`src/rtl/multi_channel_sample_buffer.sv`:
```
// Per-channel sample history buffer: circular storage with fill counts and a registered indexed read.
// Define MCSB_WINDOW_SUM_EN to build per-channel running window sums returned on rd_sum.
module multi_channel_sample_buffer #(
  parameter int unsigned NUM_CHANNELS = 14,
  parameter int unsigned DATA_W       = 8,
  parameter int unsigned DEPTH        = 10,
  localparam int unsigned CH_W  = $clog2(NUM_CHANNELS),
  localparam int unsigned IDX_W = $clog2(DEPTH),
  localparam int unsigned CNT_W = $clog2(DEPTH + 1),
  localparam int unsigned SUM_W = DATA_W + CNT_W
) (
  input  logic              clk,
  input  logic              rst_n,
  input  logic              clr,
  input  logic              wr_en,
  input  logic              wr_bcast,
  input  logic [CH_W-1:0]   wr_chan,
  input  logic [DATA_W-1:0] wr_data,
  input  logic              rd_en,
  input  logic [CH_W-1:0]   rd_chan,
  input  logic [IDX_W-1:0]  rd_idx,
  output logic              rd_valid,
  output logic [DATA_W-1:0] rd_data,
  output logic [CNT_W-1:0]  rd_count,
  output logic              rd_err,
  output logic [SUM_W-1:0]  rd_sum
);

  localparam int unsigned POS_W = IDX_W + 1;

  // Sample storage is deliberately unreset; the fill count masks stale entries.
  logic [DATA_W-1:0] mem_q [NUM_CHANNELS][DEPTH];
  logic [IDX_W-1:0]  wp_q  [NUM_CHANNELS];
  logic [IDX_W-1:0]  wp_d  [NUM_CHANNELS];
  logic [CNT_W-1:0]  cnt_q [NUM_CHANNELS];
  logic [CNT_W-1:0]  cnt_d [NUM_CHANNELS];

  logic [NUM_CHANNELS-1:0] wr_hit_c;

  logic              rd_chan_ok_c;
  logic [CH_W-1:0]   rd_ch_safe_c;
  logic [CNT_W-1:0]  rd_cnt_c;
  logic              rd_hit_c;
  logic [POS_W-1:0]  rd_pos_c;
  logic [IDX_W-1:0]  rd_slot_c;
  logic [DATA_W-1:0] rd_data_c;
  logic [SUM_W-1:0]  rd_sum_c;

  logic              rd_valid_q;
  logic [DATA_W-1:0] rd_data_q;
  logic [CNT_W-1:0]  rd_count_q;
  logic              rd_err_q;
  logic [SUM_W-1:0]  rd_sum_q;

  // Write target decode; clr drops the write, out-of-range wr_chan matches nothing.
  always_comb begin
    wr_hit_c = '0;
    for (int c = 0; c < NUM_CHANNELS; c++) begin
      wr_hit_c[c] = wr_en && !clr && (wr_bcast || (wr_chan == CH_W'(c)));
    end
  end

  // Pointer and fill-count next state.
  always_comb begin
    for (int c = 0; c < NUM_CHANNELS; c++) begin
      wp_d[c]  = wp_q[c];
      cnt_d[c] = cnt_q[c];
      if (clr) begin
        wp_d[c]  = '0;
        cnt_d[c] = '0;
      end else if (wr_hit_c[c]) begin
        wp_d[c] = (wp_q[c] == IDX_W'(DEPTH - 1)) ? '0 : wp_q[c] + IDX_W'(1);
        if (cnt_q[c] != CNT_W'(DEPTH)) begin
          cnt_d[c] = cnt_q[c] + CNT_W'(1);
        end
      end
    end
  end

  always_ff @(posedge clk) begin
    for (int c = 0; c < NUM_CHANNELS; c++) begin
      if (wr_hit_c[c]) begin
        mem_q[c][wp_q[c]] <= wr_data;
      end
    end
  end

  always_ff @(posedge clk) begin
    if (!rst_n) begin
      for (int c = 0; c < NUM_CHANNELS; c++) begin
        wp_q[c]  <= '0;
        cnt_q[c] <= '0;
      end
    end else begin
      for (int c = 0; c < NUM_CHANNELS; c++) begin
        wp_q[c]  <= wp_d[c];
        cnt_q[c] <= cnt_d[c];
      end
    end
  end

  // Read lookup: age 0 is the slot just behind the write pointer.
  always_comb begin
    rd_chan_ok_c = ({1'b0, rd_chan} < (CH_W + 1)'(NUM_CHANNELS));
    rd_ch_safe_c = rd_chan_ok_c ? rd_chan : '0;
    rd_cnt_c     = rd_chan_ok_c ? cnt_q[rd_ch_safe_c] : '0;
    rd_hit_c     = rd_chan_ok_c && (CNT_W'(rd_idx) < rd_cnt_c);
    rd_pos_c     = POS_W'(wp_q[rd_ch_safe_c]) + POS_W'(DEPTH - 1) - POS_W'(rd_idx);
    if (rd_pos_c >= POS_W'(DEPTH)) begin
      rd_pos_c = rd_pos_c - POS_W'(DEPTH);
    end
    rd_slot_c = rd_hit_c ? IDX_W'(rd_pos_c) : '0;
    rd_data_c = rd_hit_c ? mem_q[rd_ch_safe_c][rd_slot_c] : '0;
  end

`ifdef MCSB_WINDOW_SUM_EN
  logic [SUM_W-1:0] sum_q [NUM_CHANNELS];
  logic [SUM_W-1:0] sum_d [NUM_CHANNELS];

  // Running sum: add the new sample, subtract the evicted one once the channel is full.
  always_comb begin
    for (int c = 0; c < NUM_CHANNELS; c++) begin
      sum_d[c] = sum_q[c];
      if (clr) begin
        sum_d[c] = '0;
      end else if (wr_hit_c[c]) begin
        sum_d[c] = sum_q[c] + SUM_W'(wr_data)
                 - ((cnt_q[c] == CNT_W'(DEPTH)) ? SUM_W'(mem_q[c][wp_q[c]]) : '0);
      end
    end
  end

  always_ff @(posedge clk) begin
    if (!rst_n) begin
      for (int c = 0; c < NUM_CHANNELS; c++) begin
        sum_q[c] <= '0;
      end
    end else begin
      for (int c = 0; c < NUM_CHANNELS; c++) begin
        sum_q[c] <= sum_d[c];
      end
    end
  end

  always_comb begin
    rd_sum_c = rd_hit_c ? sum_q[rd_ch_safe_c] : '0;
  end
`else
  always_comb begin
    rd_sum_c = '0;
  end
`endif

  // Read response register; idle cycles and errors return zeros.
  always_ff @(posedge clk) begin
    if (!rst_n) begin
      rd_valid_q <= 1'b0;
      rd_data_q  <= '0;
      rd_count_q <= '0;
      rd_err_q   <= 1'b0;
      rd_sum_q   <= '0;
    end else begin
      rd_valid_q <= rd_en;
      rd_data_q  <= rd_en ? rd_data_c : '0;
      rd_count_q <= rd_en ? rd_cnt_c : '0;
      rd_err_q   <= rd_en && !rd_hit_c;
      rd_sum_q   <= rd_en ? rd_sum_c : '0;
    end
  end

  assign rd_valid = rd_valid_q;
  assign rd_data  = rd_data_q;
  assign rd_count = rd_count_q;
  assign rd_err   = rd_err_q;
  assign rd_sum   = rd_sum_q;

endmodule

```
`config.mk`:
```
export PLATFORM = sky130hd
export DESIGN_NAME = multi_channel_sample_buffer
export DESIGN_NICKNAME = d
export VERILOG_FILES = /design/src/rtl/multi_channel_sample_buffer.sv
export SDC_FILE = /design/constraint.sdc
export NUM_CORES = 2
export LEC_CHECK = 0
export CORE_AREA = 2 2 293 295
export DETAILED_ROUTE_END_ITERATION = 16
export DIE_AREA = 0 0 295 297
export GPL_TIMING_DRIVEN = 1
export MAX_ROUTING_LAYER = met4
export PLACE_DENSITY = 0.75
export SYNTH_ARGS = -nofsm -noshare
export SYNTH_HDL_FRONTEND = slang
export SYNTH_SLANG_ARGS = --single-unit
```
`constraint.sdc`:
```
create_clock -name clk -period 8.1 [get_ports clk]
set_clock_uncertainty 0.05 [all_clocks]
set_input_delay 1.215 -clock clk [delete_from_list [all_inputs] [get_ports clk]]
set_output_delay 1.215 -clock clk [all_outputs]
set_load 0.01 [all_outputs]
```
* Yosys cells after proc, flatten, opt, wreduce, memory -nomap -nowiden *
Memories as Yosys holds them, arrays and structs flattened.
Index checks and enable logic that the tools add are counted.

word-level totals
  bits in registers = 14
  latch bits = 0
  memory bits (writable) = 1232
  input bits = 26
  memory bits (read-only) = 0
  word-level logic and storage cells = 381
  output and inout port bits = 26
  memories kept = 3

cells by class
  reduce and logical (&&, ||, !) cells = 50
  order comparisons = 32
  shift operators = 0
  bitwise operators = 43
  muxes and demuxes = 177
  add/sub/neg operators = 31
  eq/ne operators = 41
  multiply operators = 0
  divide/modulo/power cells = 0

memories
  memory  depth  width  rd ports  clocked after memory_dff  wr ports  line  RTL
  mem_q   14     80     1         0                         14        32    logic [DATA_W-1:0] mem_q [NUM_CHANNELS][DEPTH];
  cnt_q   14     4      15        0                         14        35    logic [CNT_W-1:0] cnt_q [NUM_CHANNELS];
  wp_q    14     4      15        0                         14        33    logic [IDX_W-1:0] wp_q [NUM_CHANNELS];

operator list
  kind                   number
  $mux W80               14
  $mux W4                116
  $demux W8 S4           14
  $mux W8                16
  $add A4 B1 Y4 const B  28
  $eq A4 B4 Y1 const B   20
  $ge A5 B5 Y1 const B   15
  $not A4 Y5             15
  $lt A5 B1 Y1 const B   14
  $ne A4 B4 Y1 const B   14
  $bmux W8 S4            1
  $logic_and A1 B1 Y1    31
  $or A1 B1 Y1           28
  $eq A4 B3 Y1 const B   4
  $mux W1                16
  $logic_or A1 B1 Y1     14
  $eq A4 B2 Y1 const B   2
  $add A4 B4 Y5 const B  1
  $ge A5 B4 Y1 const B   1
  $sub A5 B4 Y5          1
  $eq A4 B1 Y1 const B   1
  $logic_not A4 Y1       1
  $lt A4 B4 Y1           1
  $lt A4 B4 Y1 const B   1
  other kinds (4)        5

* Depth between registers and ports, before layout *
An unclocked memory read counts as a cell.

  word-level depth = 12
  depth in mapped cells = 28
  gate-level depth less buffers = 21

* Worst setup path before layout *
OpenSTA, ideal clock, no wires.

  path type = input to register
  start = in rd_chan[1]
  end = reg rd_data_q[3] (netlist: rd_data[3])
  stages = 25
  setup time = 0.117 ns
  data arrival time = 6.039 ns
  path buffers = 7
  setup slack = 1.894 ns
  required time = 7.933 ns
  path through = buf_2 > nand3_1 > nand2_1 > buf_2 > buf_2 > buf_2 > buf_2 > buf_1 > nand2_1 > a311oi_1 > a31oi_1 > ha_1 > inv_1 > ha_1 > fa_1 > inv_1 > ha_1 > o31ai_1 > a2bb2o_1 > xnor2_1 > nand2_2 > buf_6 > nor2_1 > o31ai_1 > a32o_1

between the ends
  cells in the longest elaborated chain, start to end = 12
  elaborated cells between the ends (all ways) = 19
  classes of those cells = 3 x add/sub; 3 x order compare; 7 x mux; 1 x bitwise; 2 x reduce/logical; 3 x memory

ends and longest elaborated chain
  element                                        line      RTL
  from (decl)                                    20        input logic [CH_W-1:0] rd_chan,
  $lt A4 B4 Y1                                   104       rd_chan_ok_c = ({1'b0, rd_chan} < (CH_W + 1)'(NUM_CHANNELS));
  $mux W4                                        105       rd_ch_safe_c = rd_chan_ok_c ? rd_chan : '0;
  $mem_v2 Z14 W4                                 -
  $add A4 B4 Y5                                  108       rd_pos_c = POS_W'(wp_q[rd_ch_safe_c]) + POS_W'(DEPTH - 1) - POS_W'(rd_idx);
  $sub A5 B4 Y5                                  108
  $sub A4 B4 Y4 or $ge A5 B4 Y1 (tied branches)  110, 109
  $mux W4                                        109       if (rd_pos_c >= POS_W'(DEPTH)) begin
  $mux W4                                        112       rd_slot_c = rd_hit_c ? IDX_W'(rd_pos_c) : '0;
  $not A4 Y5 (implied by the code)               113       rd_data_c = rd_hit_c ? mem_q[rd_ch_safe_c][rd_slot_c] : '0;
  $bmux W8 S4                                    113
  $mux W8 (implied by the code) (2 in series)    113
  to (signal assigned)                           164       rd_data_q <= rd_en ? rd_data_c : '0;
  to (decl)                                      50        logic [DATA_W-1:0] rd_data_q;

Several ways; a longest one is shown, not always the timed one. The select of a mux whose other input is x is not followed.
A chain may end at the register's enable or synchronous reset.

* Final worst setup path *
  start = in rd_chan[2]
  end = reg rd_data_q[7] (netlist: rd_data[7])

The elaborated chain is that of the path after synthesis.

==> results.sh <==
export IMPL_grt_pass1_vias=31700
export IMPL_core_sq_um=84500
export IMPL_async_flop_share=0
export IMPL_rsz0062_at_grt="false"
export IMPL_reg2reg_from="wp_q[11][1]$_SDFFE_PP0P_"
export IMPL_overflow=0
export IMPL_synth_top_cell_area_share=0.647
export IMPL_p_leak_nw=18.9
export IMPL_slew_viol_final=0
export IMPL_drv_cap=0
export IMPL_ys_seq_area_frac=0.695
export IMPL_timing_final_crit_share=0.785
export IMPL_synth_area_sq_um=52000
export IMPL_critPathKind="in2reg"
export IMPL_route_vias_total=34000
export IMPL_ys_top_cells_by_area="edfxtp_1 (65%), dfxtp_1 (4.8%), mux2i_1 (4.4%)"
export IMPL_fill_cells=5757
export IMPL_clockRootBuffer="clkbuf_16"
export IMPL_pre_cts_ws_ps=1170
export IMPL_portBuffers=39
export IMPL_synth_top_cell_by_area="edfxtp_1"
export IMPL_postCtsHoldBufs=0
export IMPL_endpoint_kind="flop"
export IMPL_post_cts_buffers=0
export IMPL_start_util=0.616
export IMPL_power_density_nw_per_um2=237
export IMPL_hold_viol=0
export IMPL_hp_start="cnt_q[3][3]$_SDFFE_PP0P_"
export IMPL_grt_pass1_wl_um=214000
export IMPL_finalSetupViolCount=0
export IMPL_worstPathArrival_ps=6890
export IMPL_die_w_um=295
export IMPL_crit_slowest_cell="nand2_4"
export IMPL_cts_buffer_depth=3
export IMPL_gp_congestion=1.02
export IMPL_design_area_sq_um=57400
export IMPL_ys_warn_count=0
export IMPL_via_per_inst=6.71
export IMPL_grt_max_degree=107
export IMPL_post_cts_resized=0
export IMPL_fin_util=0.679
export IMPL_crit_start="rd_chan[2]"
export IMPL_ir_drop_v=0.000190
export IMPL_fmax_mhz=157
export IMPL_cts_made_buffers=119
export IMPL_drtIter0Drc=5070
export IMPL_placed_area_sq_um=53500
export IMPL_layout_min_cycle_time_ps=6350
export IMPL_rrSetupSlack_ps=2940
export IMPL_critPathMaxStageDelay_ps=600
export IMPL_die_y_um=297
export IMPL_drive_above_1_share=0.0997
export IMPL_hpwl_um=93100
export IMPL_synth_avg_cell_area_sq_um=13.7
export IMPL_cts_tree="yes"
export IMPL_fin_tns_setup_ps=0
export IMPL_worstSkewPairLatency_ps=730
export IMPL_area_growth_pct=10.3
export IMPL_hold_class="reg2reg"
export IMPL_fin_ws_ps=1750
export IMPL_syn_inst=3810
export IMPL_status="complete, no violations"
export IMPL_num_rows=107
export IMPL_path_common_cell="ha_1"
export IMPL_critical_path_required_ps=8630
export IMPL_synth_distinct_cells=69
export IMPL_synth_most_common_cell="edfxtp_1"
export IMPL_slew_limit_headroom=0.101
export IMPL_ys_ff_latch=1246
export IMPL_nNetsFinal=3874
export IMPL_die_area_sq_um=87600
export IMPL_ant_nets=0
export IMPL_synth_edf_count=1120
export IMPL_wl_um=147000
export IMPL_ctsHtreeMaxLevel=3
export IMPL_synth_commonest_cells="edfxtp_1 (1120), nand2_1 (449), nor2_1 (248), mux2i_1 (229), o21ai_0 (144)"
export IMPL_ios=52
export IMPL_path_clk_slew_ps=60
export IMPL_drt_first_pass_iters=6
export IMPL_grt_antenna_before_repair=8
export IMPL_drc_errors=0
export IMPL_cts_sinks=1246
export IMPL_avgRoutedWirePerCell_um=29.1
export IMPL_grtUsageTotal=0.347
export IMPL_worstMarginPinSlew_ps=1340
export IMPL_path_cells="buf_2 -> nand3_1 -> nand2_4 -> mux2i_1 -> o22ai_1 -> nor2_1 -> a311oi_1 -> a31oi_1 -> ha_1 -> inv_1 -> ha_1 -> fa_1 -> inv_1 -> ha_1 -> o31ai_1 -> a2bb2o_1 -> xnor2_1 -> nand2_2 -> nor2_1 -> a31oi_1 -> o211ai_1 -> o32ai_2"
export IMPL_synthFlopType="edfxtp_1"
export IMPL_cp_max_fo=45
export IMPL_cp_start_kind="primary input"
routing by layer:
layer,vias up,global-route usage,share of wire
met5,-,-,0
met4,0,0.155,0.050
met3,373,0.0619,0.11
met2,2191,0.513,0.46
met1,16800,0.477,0.38
li1,14600,-,-
path summary, 6_finish.rpt:
path / endpoint / depth (start not counted)
setup / recovery: rd_data[7]$_SDFF_PN0_ / 22
hold / removal: cnt_q[3][3]$_SDFFE_PP0P_ / 2
setup reg to reg: rd_data[7]$_SDFF_PN0_ / 18
hold reg to reg: cnt_q[3][3]$_SDFFE_PP0P_ / 2
layout make-up:
class / instances / area [sq um] / area share
diodes: 6 / 15.0 / 0.000262
flip-flops and latches: 1246 / 36200 / 0.630
well taps: 1144 / 1430 / 0.0249
repair buffers: 131 / 1090 / 0.0190
clock buffers: 137 / 3070 / 0.0534
multi-input cells: 2246 / 14600 / 0.254
inverters: 64 / 240 / 0.00419
clock inverters: 87 / 791 / 0.0138
worst max-delay path: cells and delay by family:
family	cells	cell delay, ps
AND/OR/NAND/NOR	5	1910
AO/OA/AOI/OAI	8	1340
multiplexers	1	160
buffers and inverters	3	580
adder cells (fa/ha/maj)	4	1170
XOR/XNOR	1	440
through the flow:
stage          hold slack (ps)  cells  total power [mW]
5_1_grt                    503   5060              13.9
2_1_floorplan              420   3821              7.81
3_3_place_gp               434   4831              8.24
3_5_place_dp               457   4831              8.25
4_1_cts                    464   5055              13.6
6_report                   462   5061              13.6
flip-flops by register name, indices dropped and copies added, names as in the netlist:
name	flops
rd_data	8
rd_valid	1
rd_count	4
mem_q	1120
cnt_q	56
wp_q	56
rd_err	1
cell families (layout without fill, tap and decap cells):
family / count (synthesis) / after routing / synth area share
AO/OA/AOI/OAI: 764 / 764 / 0.100
XOR/XNOR: 66 / 66 / 0.0111
adder cells (fa/ha/maj): 40 / 40 / 0.00977
buffers and inverters: 329 / 419 / 0.0292
flip-flops: 1246 / 1246 / 0.695
multiplexers: 291 / 291 / 0.0640
other: 1 / 18 / 0.0000721
AND/OR/NAND/NOR: 1073 / 1073 / 0.0908
where the power goes:
part / internal, mW / switching, mW
registers: 7.03 / 0.0235
clock network: 3.01 / 2.45
logic: 0.306 / 0.790
total: 10.3 / 3.26
cell usage in the layout, fill, tap and decap left out, types with 13 or more instances in the layout:
cell type / count
o22ai_1: 64
mux2i_1: 229
clkbuf_1: 16
a31oi_1: 47
or3_1: 26
a311oi_1: 50
nand2_1: 446
nand2b_1: 25
xor2_1: 17
nor2b_1: 27
o21ai_0: 142
mux2_2: 31
edfxtp_1: 1120
o211ai_1: 41
clkdlybuf4s50_1: 27
clkinv_1: 40
o221ai_1: 92
nor2_1: 247
clkinv_2: 22
o21a_1: 16
o31ai_1: 15
inv_1: 63
buf_4: 97
dfxtp_1: 126
a221oi_1: 45
and3_1: 38
xnor2_1: 49
nor3_2: 14
nand3_1: 130
a21oi_1: 141
a211oi_1: 52
nor3_1: 71
or2_2: 13
mux4_2: 30
ha_1: 39
clkbuf_16: 119
Note: power is estimated with default switching activity, not from simulation.
